**config.mk**
```make
export PLATFORM = sky130hd
export DESIGN_NAME = regfile_wport_arbiter
export DESIGN_NICKNAME = d
export VERILOG_FILES = /design/src/rtl/regfile_wport_arbiter.sv
export SDC_FILE = /design/constraint.sdc
export NUM_CORES = 1
export LEC_CHECK = 0
export BUFFER_PORTS_ARGS = -buffer_cell sky130_fd_sc_hd__buf_2
export CORE_ASPECT_RATIO = 0.6
export CORE_UTILIZATION = 45
export DETAILED_ROUTE_END_ITERATION = 8
export GPL_ROUTABILITY_DRIVEN = 0
export MAX_ROUTING_LAYER = met4
export PLACE_DENSITY = 0.85
export SYNTH_ARGS = -nofsm -noshare
export SYNTH_HDL_FRONTEND = slang
export SYNTH_SLANG_ARGS = --single-unit
```
**constraint.sdc**
```tcl
create_clock -name clock -period 3.2 [get_ports clock]
set_clock_uncertainty 0.15 [all_clocks]
set_input_delay 0.64 -clock clock [delete_from_list [all_inputs] [get_ports clock]]
set_output_delay 0.64 -clock clock [all_outputs]
set_load 0.03 [all_outputs]
```
**src/rtl/regfile_wport_arbiter.sv**
```systemverilog
// Register-file write-port arbiter.
// Requester A (pipeline write-back) has fixed priority over requester B
// (long-latency result mover). If B is refused for STARVE_LIMIT cycles in a
// row, the next cycle belongs to B. The winning write reaches the register
// file one cycle after its handshake. A write to register 0 is accepted but
// leaves wr_en low.
module regfile_wport_arbiter #(
  parameter int STARVE_LIMIT = 4,  // legal 1..255
  parameter int CNT_W        = 16
) (
  input  logic             clock,
  input  logic             reset,
  input  logic             a_valid,
  output logic             a_ready,
  input  logic [4:0]       a_addr,
  input  logic [31:0]      a_data,
  input  logic             b_valid,
  output logic             b_ready,
  input  logic [4:0]       b_addr,
  input  logic [31:0]      b_data,
  output logic             wr_en,
  output logic [4:0]       wr_addr,
  output logic [31:0]      wr_data,
  output logic             forced,
  output logic [CNT_W-1:0] a_stall_cnt
);

  typedef enum logic [0:0] {
    NORMAL  = 1'b0,
    FORCE_B = 1'b1
  } state_t;

  // Largest value starve_cnt may hold. Reaching it while B is refused moves the FSM to FORCE_B.
  localparam logic [7:0] STARVE_MAX = 8'(STARVE_LIMIT - 1);

  state_t      state;
  state_t      state_next;
  logic [7:0]  starve_cnt;
  logic [7:0]  starve_next;
  logic        a_xfer;
  logic        b_xfer;

  // Grant decode and next state. Both readies stay low while reset is asserted.
  always_comb begin
    // NOTE: every signal this block writes gets a default first, so no path can leave one unassigned and infer a latch.
    state_next = state;
    a_ready    = 1'b0;
    b_ready    = 1'b0;
    if (!reset) begin
      unique case (state)
        NORMAL: begin
          if (a_valid) begin
            a_ready = 1'b1;
          end else if (b_valid) begin
            b_ready = 1'b1;
          end
          if (b_valid && !b_ready && (starve_cnt == STARVE_MAX)) begin
            state_next = FORCE_B;
          end
        end
        FORCE_B: begin
          // One cycle only: B transfers here, or it has dropped valid and nothing is granted.
          b_ready    = b_valid;
          state_next = NORMAL;
        end
        default: state_next = NORMAL;
      endcase
    end
  end

  assign a_xfer = a_valid && a_ready;
  assign b_xfer = b_valid && b_ready;

  // Count consecutive refused B cycles. The count clears when B transfers or withdraws, and it saturates at STARVE_MAX.
  always_comb begin
    starve_next = starve_cnt;
    if (!b_valid || b_ready) begin
      starve_next = 8'd0;
    end else if (starve_cnt != STARVE_MAX) begin
      starve_next = starve_cnt + 8'd1;
    end
  end

  // FSM state and starvation counter registers.
  always_ff @(posedge clock) begin
    // NOTE: sequential state uses non-blocking assignments, so every register samples pre-edge values regardless of block order.
    if (reset) begin
      state      <= NORMAL;
      starve_cnt <= 8'd0;
    end else begin
      state      <= state_next;
      starve_cnt <= starve_next;
    end
  end

  assign forced = (state == FORCE_B);

  // Register the granted write. Address and data update even for r0. Without a transfer they hold their last values.
  always_ff @(posedge clock) begin
    if (reset) begin
      wr_en   <= 1'b0;
      wr_addr <= 5'd0;
      wr_data <= 32'd0;
    end else if (a_xfer) begin
      wr_en   <= (a_addr != 5'd0);
      wr_addr <= a_addr;
      wr_data <= a_data;
    end else if (b_xfer) begin
      wr_en   <= (b_addr != 5'd0);
      wr_addr <= b_addr;
      wr_data <= b_data;
    end else begin
      wr_en   <= 1'b0;
    end
  end

  // Saturating count of cycles in which A waits for the port.
  always_ff @(posedge clock) begin
    if (reset) begin
      a_stall_cnt <= '0;
    end else if (a_valid && !a_ready && (a_stall_cnt != '1)) begin
      a_stall_cnt <= a_stall_cnt + CNT_W'(1);
    end
  end

endmodule
```
# After elaboration in Yosys (flattened, before gate mapping)

Cells that the tools add are included.

Muxes and demuxes: 17
Reductions and logical operators: 14
$add $sub $neg: 2
Bitwise logic cells: 1
Equality and inequality tests: 3

Operators with widths:

| operator                                              | count |
|---|---|
| 2-to-1 mux 32 bit                                     | 2 |
| adder 16 x 1 -> 16 bit, second input constant         | 1 |
| inequality test 16 bit, second input constant         | 1 |
| 2-to-1 mux 1 bit                                      | 11 |
| 2-to-1 mux 5 bit                                      | 2 |
| nonzero test 5 bit                                    | 2 |
| adder 8 x 1 -> 8 bit, second input constant           | 1 |
| equality test 8 x 2 -> 1 bit, second input constant   | 1 |
| inequality test 8 x 2 -> 1 bit, second input constant | 1 |
| logical AND 1 bit                                     | 6 |
| case mux 1 bit (2 select lines)                       | 2 |
| zero test 1 bit                                       | 3 |
| nonzero test 2 bit                                    | 1 |
| OR reduction 2 bit                                    | 1 |
| logical OR 1 bit                                      | 1 |
| NOT 1 bit                                             | 1 |

Bits of input ports: 78
Logic and storage cells: 43
Register bits: 63
Output and inout bits: 57

# Longest topological paths before layout

Word-level depth: 9
Mapped depth: 6
Depth with buffers taken out: 5

# Worst setup path before layout

No wires, ideal clock.

Kind: input -> output
Start point: input b_valid
End point: output b_ready
Stages: 4
Path slack: 748 ps
Data arrival time: 1662 ps
Cell sequence: clkbuf_1 buf_2 buf_2 and3_1

Longest elaborated chain between the ends: 6

Ends and longest elaborated chain:

| what                                | line | text |
|---|---|---|
| start, declared                     | 17   | `input logic b_valid,` |
| 2-to-1 mux 1 bit                    | 54   | `end else if (b_valid) begin` |
| 2-to-1 mux 1 bit                    | 52   | `if (a_valid) begin` |
| 2-to-1 mux 1 bit                    | 50   | `unique case (state)` |
| 2-to-1 mux 1 bit                    | 49   | `if (!reset) begin` |
| case mux 1 bit (2 select lines) (*) | 50   |  |
| 2-to-1 mux 1 bit (*)                | 49   |  |
| end, declared                       | 18   | `output logic b_ready,` |

Every way passes the cells marked *; elsewhere a longest branch is shown, timed or not. The select of a mux whose other input is x is not followed.

# Worst setup path in the final report

Start point: input reset
End point: output b_ready

Longest elaborated chain between the ends: 1

Ends and longest elaborated chain:

| what             | line | text |
|---|---|---|
| start, declared  | 12   | `input logic reset,` |
| 2-to-1 mux 1 bit | 49   |  |

Every way passes these cells.

==> results by group <==
Clock tree
  • Clock transition at path regs: 60 ps
  • Post-CTS sizing: 0
  • Clock latency on the worst-skew pair: 320 ps
  • Hold-fix buffers, CTS: 0
  • Clk sink count: 63
  • CTS tree: yes
  • CTS Buf Count: 9
  • Clock tree buffer depth: 2
  • H-tree Lvls: 3
  • Root Driver: clkbuf_8
  • Postcts setup bufs: 0

Critical path
  • Worst-path maximum fanout: 58
  • Worst path arrival time: 1800 ps
  • Reg2Reg Depth: 5
  • Worst setup EP type: output pin
  • CP startpoint kind: input pin
  • Worst setup path class: in -> out
  • Required @ worst endpoint: 2410 ps

Yosys
  • Post-synth top flop: dfxtp_1
  • Seq/Total Area, Yosys: 44.0%
  • Post-synthesis cell type count: 36
  • Synthesized instance count: 312
  • Mapped Area: 2860 µm²
  • Avg Cell Area, Syn: 9.18 µm²
  • Fraction of registers with async set or reset after synthesis: 0%
  • Syn nets: 392
  • Post-synth EDFFs: 0
  • Register bit count reported by yosys: 63
  • Ys Warns: 0

Routing
  • DRC violations left: 0
  • Post-Route WL: 7230 µm
  • Initial drt markers: 175
  • Via Count: 2840
  • Drt via density: 5.39
  • DRT Pass-1 Iters: 5
  • Wirelength per Cell: 13.7 µm
  • DRT antenna net count: 0

GRT
  • Grt ovf: 0
  • Grt peak-use layer: met2
  • Initial antenna violation count: 0
  • Global Route Usage Sum: 22.8%
  • Largest net degree at the start of global routing: 77
  • First-pass GRT wire length: 11800 µm
  • M3 GR Usage: 6.33%
  • Number of global-route vias before repair: 2605
  • Met1 usage: 27.4%
  • Met2 track demand over resource: 37.3%

STA
  • Worst Hold Slack: 368 ps
  • Max-slew headroom: 51.0%
  • Final setup vio count: 0
  • RSZ-0062 raised after global routing: no
  • Worst-margin pin slew: 730 ps
  • Final slew viol count: 0
  • Final period util: 80.9%
  • Final hold viol count: 0
  • Total Neg Setup Slack: 0 ps
  • Highest clock rate: 0.386 GHz
  • Fin crit period: 2590 ps

Floorplan
  • Die Height: 63.8 µm
  • Initial core utilization: 46.7%
  • Placeable Area: 6140 µm²
  • Die W: 105 µm
  • I/O pin cnt: 135
  • Row cnt: 22
  • DIE AREA: 6700 µm²

Power
  • Peak supply drop: 0.275 mV
  • LEAKAGE: 1.71 nW
  • Pwr/cell area: 456 nW/µm²

Cells and area
  • Area growth, synth to finish: 31.1%
  • Layout cells sized above 1: 36.1%
  • Inserted Diodes: 0
  • Nets@finish: 519
  • Layout Cells excl Fill: 527

Place
  • Number of port buffers: 134
  • Dpl hpwl: 5070 µm
  • Inst Count DP: 512

Worst hold path
  • Hold Path Depth: 2
  • Worst Hold Class: reg -> reg

Flow run
  • Max-cap violations: 0

Run status
  • Outcome: complete, no violations
## logic make-up (layout without fill, tap and decap cells)
kind of cell               after synthesis  in the layout  share of synthesized area [%]
adders and majority gates                2              2                          0.874
and+or+nand+nor                        106            106                           18.6
DFF                                     63             63                           44.0
AOI/OAI and AO/OA                       68             68                           16.8
muxes                                   40             40                           14.1
xor gates and xnor gates                 7              7                           2.14
buffers and inverters                   26            157                           3.54
## state kept, by name, indices dropped and copies added, names as in the netlist
| name | count |
|---|---|
| wr_en | 1 |
| forced | 1 |
| starve_cnt | 8 |
| wr_addr | 5 |
| a_stall_cnt | 16 |
| wr_data | 32 |
## per-layer routing
layer	wire length, µm	vias to the layer above	part of all wire, %
met1	3260	1296	45
met3	565	6	7.8
li1	-	1415	-
met2	3340	123	46
met4	63	0	0.87
met5	0	-	0
## placed cells by master, fill, tap and decap left out, types with 6 or more instances in the layout
cell and n:
a211oi_1 37, a21oi_1 11, buf_2 134, clkbuf_8 10
dfxtp_1 63, mux2i_1 38, nand2_1 6, nand3_1 12
nor2_1 51, o31ai_1 8, or4_1 10
## cell usage after synthesis, types with 3 or more instances
library cell	n	area [µm²]
nand3_1	12	60.1
buf_1	3	11.3
mux2i_1	38	380
nand2_1	6	22.5
a211oi_1	37	278
a21oi_1	11	55.1
inv_1	3	11.3
dfxtp_1	63	1260
nor2_1	51	191
buf_2	3	15.0
o21ai_0	4	20.0
or4_1	10	75.1
nand4_1	4	25.0
clkbuf_1	17	63.8
nor3_1	4	20.0
or3_1	3	18.8
xor2_1	5	43.8
and3_1	3	18.8
o31ai_1	8	60.1
## power by group
group / switching, W / total [W] / internal [W]
sequential: 0.0000205 / 0.000844 / 0.000823
combinational: 0.000180 / 0.000290 / 0.000110
clock: 0.000283 / 0.000577 / 0.000294
total: 0.000484 / 0.00171 / 0.00123
## worst max-delay path, cell delays in order
cell and delay (ps):
buf_2 100, buf_4 490, inv_1 200, and3_1 190, buf_2 170
## metrics by stage
| stage | total power, W | cell area (µm²) | setup WS, ps | util, % |
|---|---|---|---|---|
| 4_1_cts | 0.00174 | 3750 | 604 | 61.1 |
| 3_3_place_gp | 0.00114 | 3590 | 668 | 58.5 |
| 2_1_floorplan | 0.00104 | 2860 | 748 | - |
| 3_5_place_dp | 0.00115 | 3590 | 615 | 58.5 |
| 6_report | 0.00171 | 3750 | 610 | 61.1 |
| 5_1_grt | 0.00180 | 3750 | 518 | 61.1 |
## cell type report
cell class	instances	area [µm²]
well taps	84	105
clock inverters	4	22.5
repair buffers	139	708
multi-input cells	223	1500
flip-flops and latches	63	1260
fillers	559	2380
inverters	3	11.3
clock buffers	11	141
## final timing paths
check            startpoint               to  slack, ps
max                   reset          b_ready        610
min          a_stall_cnt[4]   a_stall_cnt[4]        370
max reg2reg  a_stall_cnt[0]  a_stall_cnt[14]       1010
min reg2reg  a_stall_cnt[4]   a_stall_cnt[4]        370
(Power assumes the default switching activity.)
